==> config.mk <==
export PLATFORM = sky130hd
export DESIGN_NAME = pattern_sequencer
export DESIGN_NICKNAME = d
export VERILOG_FILES = /design/src/rtl/snn_pkg.sv /design/src/rtl/frame_timer.sv /design/src/rtl/pattern_sequencer.sv
export SDC_FILE = /design/constraint.sdc
export NUM_CORES = 1
export LEC_CHECK = 0
export ABC_CLOCK_PERIOD_IN_PS = 3000
export CORE_UTILIZATION = 59
export CTS_BUF_LIST = sky130_fd_sc_hd__clkbuf_8
export DETAILED_ROUTE_END_ITERATION = 8
export DONT_BUFFER_PORTS = 1
export GPL_ROUTABILITY_DRIVEN = 0
export PLACE_DENSITY = 0.82
export SLEW_MARGIN = 20
export SYNTH_ARGS = -nofsm -noshare
export SYNTH_HDL_FRONTEND = slang
export SYNTH_SLANG_ARGS = --single-unit
==> constraint.sdc <==
create_clock -name clk -period 3 [get_ports clk]
set_input_delay 0.6 -clock clk [delete_from_list [all_inputs] [get_ports clk]]
set_output_delay 0.6 -clock clk [all_outputs]
set_load 0.005 [all_outputs]
==> src/rtl/snn_pkg.sv <==
// rtl/snn_pkg.sv - shared types and sizing helpers for the perceptron test harness
// Purpose : FSM state encoding for the pattern sequencer plus the frame-length
//           and balance-width helpers shared with the network and output stage.
// Ports   : none (package).
package snn_pkg;

    typedef enum logic [2:0] {
        S_IDLE,
        S_RESET_NET,
        S_RUN,
        S_SAMPLE,
        S_DONE
    } state_t;

    // Each pixel slot needs 2**(width+1) counting cycles plus two cycles of overhead.
    function automatic int frame_cycles(input int width, input int height);
        return height * ((2 ** (width + 1)) + 2);
    endfunction

    // Balance can reach height * (2**width - 1), so it needs enough bits for that value.
    function automatic int bal_width(input int width, input int height);
        return $clog2(height * ((2 ** width) - 1) + 1);
    endfunction

endpackage

==> src/rtl/frame_timer.sv <==
// rtl/frame_timer.sv - loadable down-counter with terminal-count flag
// Purpose : times the network-reset and evaluation intervals of each frame.
// Ports   : clk, rst (sync, active-high), i_load/i_len load a new interval,
//           o_tc is high during the last cycle of the loaded interval.
module frame_timer #(
    parameter int CNT_W = 8
) (
    input  logic             clk,
    input  logic             rst,
    input  logic             i_load,
    input  logic [CNT_W-1:0] i_len,
    output logic             o_tc
);

    logic [CNT_W-1:0] r_cnt;

    always_ff @(posedge clk) begin
        if (rst) begin
            r_cnt <= '0;
        end else if (i_load) begin
            r_cnt <= i_len;
        end else if (r_cnt != '0) begin
            r_cnt <= r_cnt - 1'b1;
        end
    end

    // A load of N makes the interval last N cycles; count N..1, so 1 marks the last one.
    assign o_tc = (r_cnt == CNT_W'(1));

endmodule

==> src/rtl/pattern_sequencer.sv <==
// rtl/pattern_sequencer.sv - drives test patterns into the network and scores its answers
// Purpose : steps through PATTERNS, holding each on the pixel inputs for one
//           evaluation frame, pulses the network reset between frames and
//           captures/scores the neuron output at the end of each frame.
// Ports   : clk, rst (sync, active-high), start;
//           pixels, net_rst_n to the network; neuron_in, balance_in from it;
//           busy, done, result_valid, result_idx, result_class,
//           result_balance, result_match, correct_cnt status/results.
module pattern_sequencer
    import snn_pkg::*;
#(
    parameter int                     WIDTH        = 8,
    parameter int                     HEIGHT       = 7,
    parameter int                     NUM_PATTERNS = 4,
    parameter logic [HEIGHT-1:0]      PATTERNS [NUM_PATTERNS] =
        '{7'b0001110, 7'b1110000, 7'b0000000, 7'b1111111},
    parameter logic [NUM_PATTERNS-1:0] LABELS      = 4'b1001,
    parameter int                     RST_CYCLES   = 2,
    parameter int                     FRAME_CYCLES = frame_cycles(WIDTH, HEIGHT),
    parameter int                     BAL_W        = bal_width(WIDTH, HEIGHT),
    localparam int                    IDX_W        = (NUM_PATTERNS > 1) ? $clog2(NUM_PATTERNS) : 1,
    localparam int                    CNT_W        = $clog2(NUM_PATTERNS + 1)
) (
    input  logic              clk,
    input  logic              rst,
    input  logic              start,
    output logic [HEIGHT-1:0] pixels,
    output logic              net_rst_n,
    input  logic              neuron_in,
    input  logic [BAL_W-1:0]  balance_in,
    output logic              busy,
    output logic              done,
    output logic              result_valid,
    output logic [IDX_W-1:0]  result_idx,
    output logic              result_class,
    output logic [BAL_W-1:0]  result_balance,
    output logic              result_match,
    output logic [CNT_W-1:0]  correct_cnt
);

    localparam int TMR_MAX = (FRAME_CYCLES > RST_CYCLES) ? FRAME_CYCLES : RST_CYCLES;
    localparam int TMR_W   = $clog2(TMR_MAX + 1);
    localparam logic [IDX_W-1:0] LAST_IDX = IDX_W'(NUM_PATTERNS - 1);

    state_t            r_state;
    state_t            w_state_next;
    logic [IDX_W-1:0]  r_idx;
    logic [IDX_W-1:0]  w_idx_next;
    logic              w_tc;
    logic              w_tmr_load;
    logic [TMR_W-1:0]  w_tmr_len;
    logic              w_match;
    logic              w_busy_next;
    logic              w_start_seq;
    logic              w_capture;

    logic [HEIGHT-1:0] r_pixels;
    logic              r_net_rst_n;
    logic              r_busy;
    logic              r_done;
    logic              r_result_valid;
    logic [IDX_W-1:0]  r_result_idx;
    logic              r_result_class;
    logic [BAL_W-1:0]  r_result_balance;
    logic              r_result_match;
    logic [CNT_W-1:0]  r_correct_cnt;

    frame_timer #(.CNT_W(TMR_W)) u_timer (
        .clk    (clk),
        .rst    (rst),
        .i_load (w_tmr_load),
        .i_len  (w_tmr_len),
        .o_tc   (w_tc)
    );

    assign w_match     = (neuron_in == LABELS[r_idx]);
    assign w_start_seq = ((r_state == S_IDLE) || (r_state == S_DONE)) && start;
    assign w_capture   = (r_state == S_RUN) && w_tc;
    assign w_busy_next = (w_state_next == S_RESET_NET) || (w_state_next == S_RUN) ||
                         (w_state_next == S_SAMPLE);

    always_ff @(posedge clk) begin
        if (rst) begin
            r_state <= S_IDLE;
        end else begin
            r_state <= w_state_next;
        end
    end

    // Timer is reloaded on every transition into a timed state.
    always_comb begin
        w_state_next = r_state;
        w_idx_next   = r_idx;
        w_tmr_load   = 1'b0;
        w_tmr_len    = TMR_W'(RST_CYCLES);
        case (r_state)
            S_IDLE, S_DONE: begin
                if (start) begin
                    w_state_next = S_RESET_NET;
                    w_idx_next   = '0;
                    w_tmr_load   = 1'b1;
                end
            end
            S_RESET_NET: begin
                if (w_tc) begin
                    w_state_next = S_RUN;
                    w_tmr_load   = 1'b1;
                    w_tmr_len    = TMR_W'(FRAME_CYCLES);
                end
            end
            S_RUN: begin
                if (w_tc) begin
                    w_state_next = S_SAMPLE;
                end
            end
            S_SAMPLE: begin
                if (r_idx == LAST_IDX) begin
                    w_state_next = S_DONE;
                end else begin
                    w_state_next = S_RESET_NET;
                    w_idx_next   = r_idx + 1'b1;
                    w_tmr_load   = 1'b1;
                end
            end
            default: begin
                w_state_next = S_IDLE;
            end
        endcase
    end

    // Outputs are registered from the next state so they line up with the state they describe.
    always_ff @(posedge clk) begin
        if (rst) begin
            r_idx            <= '0;
            r_pixels         <= '0;
            r_net_rst_n      <= 1'b0;
            r_busy           <= 1'b0;
            r_done           <= 1'b0;
            r_result_valid   <= 1'b0;
            r_result_idx     <= '0;
            r_result_class   <= 1'b0;
            r_result_balance <= '0;
            r_result_match   <= 1'b0;
            r_correct_cnt    <= '0;
        end else begin
            r_idx          <= w_idx_next;
            r_pixels       <= w_busy_next ? PATTERNS[w_idx_next] : '0;
            r_net_rst_n    <= (w_state_next == S_RUN) || (w_state_next == S_SAMPLE);
            r_busy         <= w_busy_next;
            r_done         <= (w_state_next == S_DONE);
            r_result_valid <= w_capture;
            if (w_capture) begin
                r_result_idx     <= r_idx;
                r_result_class   <= neuron_in;
                r_result_balance <= balance_in;
                r_result_match   <= w_match;
                r_correct_cnt    <= r_correct_cnt + CNT_W'(w_match);
            end else if (w_start_seq) begin
                r_correct_cnt <= '0;
            end
        end
    end

    assign pixels         = r_pixels;
    assign net_rst_n      = r_net_rst_n;
    assign busy           = r_busy;
    assign done           = r_done;
    assign result_valid   = r_result_valid;
    assign result_idx     = r_result_idx;
    assign result_class   = r_result_class;
    assign result_balance = r_result_balance;
    assign result_match   = r_result_match;
    assign correct_cnt    = r_correct_cnt;

endmodule
==> metrics.log <==
[metrics] first-pass GRT wire length: 6044 um
[metrics] total number of yosys warnings: 0
[metrics] post-synthesis cell area: 1923 sq um
[metrics] number of port buffers: 0
[metrics] clock sink total: 42
[metrics] share of layout cells above drive strength 1: 0.09424
[metrics] worst skew pair latency: 0.30 ns
[metrics] post-synthesis sequential element count: 42
[metrics] total count of max-transition violations in the final report: 0
[metrics] critical path arrival: 2.25 ns
[metrics] number of search-and-repair iterations in the first detailed-routing pass: 4
[metrics] Antenna Cells: 0
[metrics] TNS Setup: 0 ns
[metrics] post-synthesis async set-or-reset flop share: 0
[metrics] worst setup path start: u_timer.r_cnt[0]
[metrics] main area contributors after synthesis: dfxtp_1, mux2i_1, ha_1, nor2_1, xnor2_1
[metrics] Post-CTS Hold Buffers: 0
[metrics] half-perimeter wire length after detailed placement: 2408 um
[metrics] max-capacitance violation count: 0
[metrics] clock input transition at the sequential cells of the worst setup and hold paths: 0.08 ns
[metrics] initial antenna violation count: 0
[metrics] number of global-route vias before repair: 1406
[metrics] IR Drop Worst-Case VDD: 0.4905 mV
[metrics] prevailing post-synth register cell: dfxtp_1
[metrics] commonest cells in the synthesized netlist: dfxtp_1, nor2_1, mux2i_1, ha_1, xnor2_1
[metrics] critical path endpoint category: flip-flop
[metrics] sequential element share of the synthesized area: 0.4372
[metrics] worst setup skew after layout: 0.006411 ns
[metrics] total congestion overflow: 0
[metrics] timing-limited maximum frequency: 492.0 MHz
[metrics] slew margin rel.: 0.6137
[metrics] total length of routed wires: 3534 um
[metrics] I/O pin total: 44
[metrics] number of failing setup endpoints in the final timing report: 0
[metrics] register-to-register setup slack: 0.97 ns
[metrics] area delta synth->final: 4.684%
[metrics] initial standard-cell utilization of the core: 0.6248
[metrics] starting DRC count in detailed routing: 36
[metrics] count of unique library cells instantiated by Yosys: 45
[metrics] post-route fraction of the period consumed by the critical path: 0.6776
[metrics] path category of the worst min-delay check: input pin to flip-flop
[metrics] die outline height: 59.09 um
[metrics] area share of the largest cell type after synthesis: 0.4372
[metrics] DRC violation count after routing: 0
[metrics] RR Startpoint: u_timer.r_cnt[0]
[metrics] Vias: 1375
[metrics] Data required, critical path: 3.22 ns
[metrics] PostCTS Resize Cnt: 0
[metrics] Post-Synthesis Net Count: 219
[metrics] time the worst path needs with I/O delays and setup: 2.033 ns
[metrics] run status: complete, no violations
[metrics] average vias per placed instance: 5.851
[metrics] Hold Fails Final Rpt: 0
[metrics] cell at the root of the clock tree: clkbuf_8
[metrics] biggest fanout along the worst timing path: 21
[metrics] Routed Antenna Nets: 0
[metrics] cell taking the most area after synthesis: dfxtp_1
[metrics] slew at the pin closest to its max-slew limit: 0.5768 ns
[metrics] # Post-CTS Setup Buffers: 0
[metrics] net count reported at finish: 214
[metrics] number of rows created at floorplan: 20
[metrics] CTS Buffer Depth: 2
[metrics] Critical Setup Path Class: flip-flop to flip-flop
[metrics] Critical Path Start Type: flip-flop
[metrics] start point of the worst hold path: rst
[metrics] Post-synth EDFFs: 0
[metrics] unrepaired setup endpoints after global routing: false
[metrics] library cell with the highest instance count after synthesis: dfxtp_1
[metrics] Leakage: 0.8736 nW
[metrics] average detailed-routed wire length per instance: 15.04 um
[metrics] full die area: 3492 sq um
[metrics] TritonCTS clock tree: built
[metrics] TritonCTS buffer count: 5
[metrics] Mean Syn Cell Area: 9.862 sq um
[metrics] Die Span X: 59.09 um
[metrics] Max H-tree Level: 2
[metrics] pin count of the biggest net entering global routing: 36
[metrics] Core ar.: 3078 sq um
[metrics] PwrDens: 993.5 nW/um^2
[metrics] gr usage total: 0.2403
[metrics] core utilization of the finished layout: 0.6541
[metrics] count of mapped cells out of synthesis: 195
## per-layer routing
metal	routed length (um)	track usage
met1	1551	0.2661
met2	1650	0.3685
met3	255	0.1201
met4	76	0.1463
met5	0	0
## critical path, cell delays in order, from the launching register on
cell      delay (ns)
dfxtp_1         0.43
ha_1            0.19
nor3b_1         0.37
nand4_1         0.14
buf_4           0.26
or3_1           0.33
a211oi_1        0.24
## kinds of logic after synthesis
| family | Yosys count | synth area share |
|---|---|---|
| buf+inv | 20 | 0.05074 |
| flops | 42 | 0.4372 |
| simple gates | 69 | 0.2121 |
| mux | 18 | 0.09434 |
| compound gates | 26 | 0.09694 |
| xor+xnor | 11 | 0.05010 |
| fa+ha+maj | 9 | 0.05856 |
## state kept, by name (all words and copies together) (netlist names)
name            count
result_class        1
result_balance     11
net_rst_n           1
correct_cnt         3
u_timer.r_cnt      12
result_match        1
result_valid        1
r_idx               2
pixels              3
busy                1
result_idx          2
done                1
r_state             3
## stage by stage
step	hold WS (ns)	setup slack (ns)	instance area, sq um	total power, mW	std cells
2_1_floorplan	0.4884	1.170	1923	1.459	195
3_3_place_gp	0.5098	1.107	1918	1.557	227
3_5_place_dp	0.5152	0.9860	1918	1.608	227
4_1_cts	0.3491	0.9800	2013	1.999	235
5_1_grt	0.3447	0.7197	2013	2.147	235
6_report	0.3624	0.9673	2013	2.000	235
## placed cells by master (no fill, tap or decap), drive strengths merged, types with 2 or more instances in the layout
cell type  netlist  layout
a31oi            4       4
ha               9       9
buf              9       2
nor2b            6       6
a21oi            5       5
nor4             3       3
o31ai            3       3
a211oi           4       4
or3              2       2
mux2i           17      17
or2              2       2
and2             2       2
nor3b            5       5
nand3            3       3
or4              2       2
clkbuf           5       6
xor2             4       4
nand2b           3       3
nand4            3       3
xnor2            7       7
a311oi           5       5
nor3             2       2
dfxtp           42      42
inv              6       6
nand3b           2       2
nor2            29      29
## power breakdown
part / switching, mW / internal, mW
clock network: 0.199 / 0.185
registers: 0.122 / 0.644
logic: 0.448 / 0.402
## final timing paths
path	to	cells after the start
worst max-delay path	correct_cnt[2]	6
worst max register to register	correct_cnt[2]	6
worst min register to register	result_class	2
worst min-delay path	done	1
## layout make-up
cell class                      count  area (sq um)
Fill cell                         255          1065
Tap cell                           44         55.05
Multi-Input combinational cell    133         984.7
Inverter                            6         22.52
Clock inverter                      2         12.51
Sequential cell                    42         840.8
Clock buffer                        6         82.58
Timing Repair Buffer                2         15.01
(Power assumes the default switching activity.)
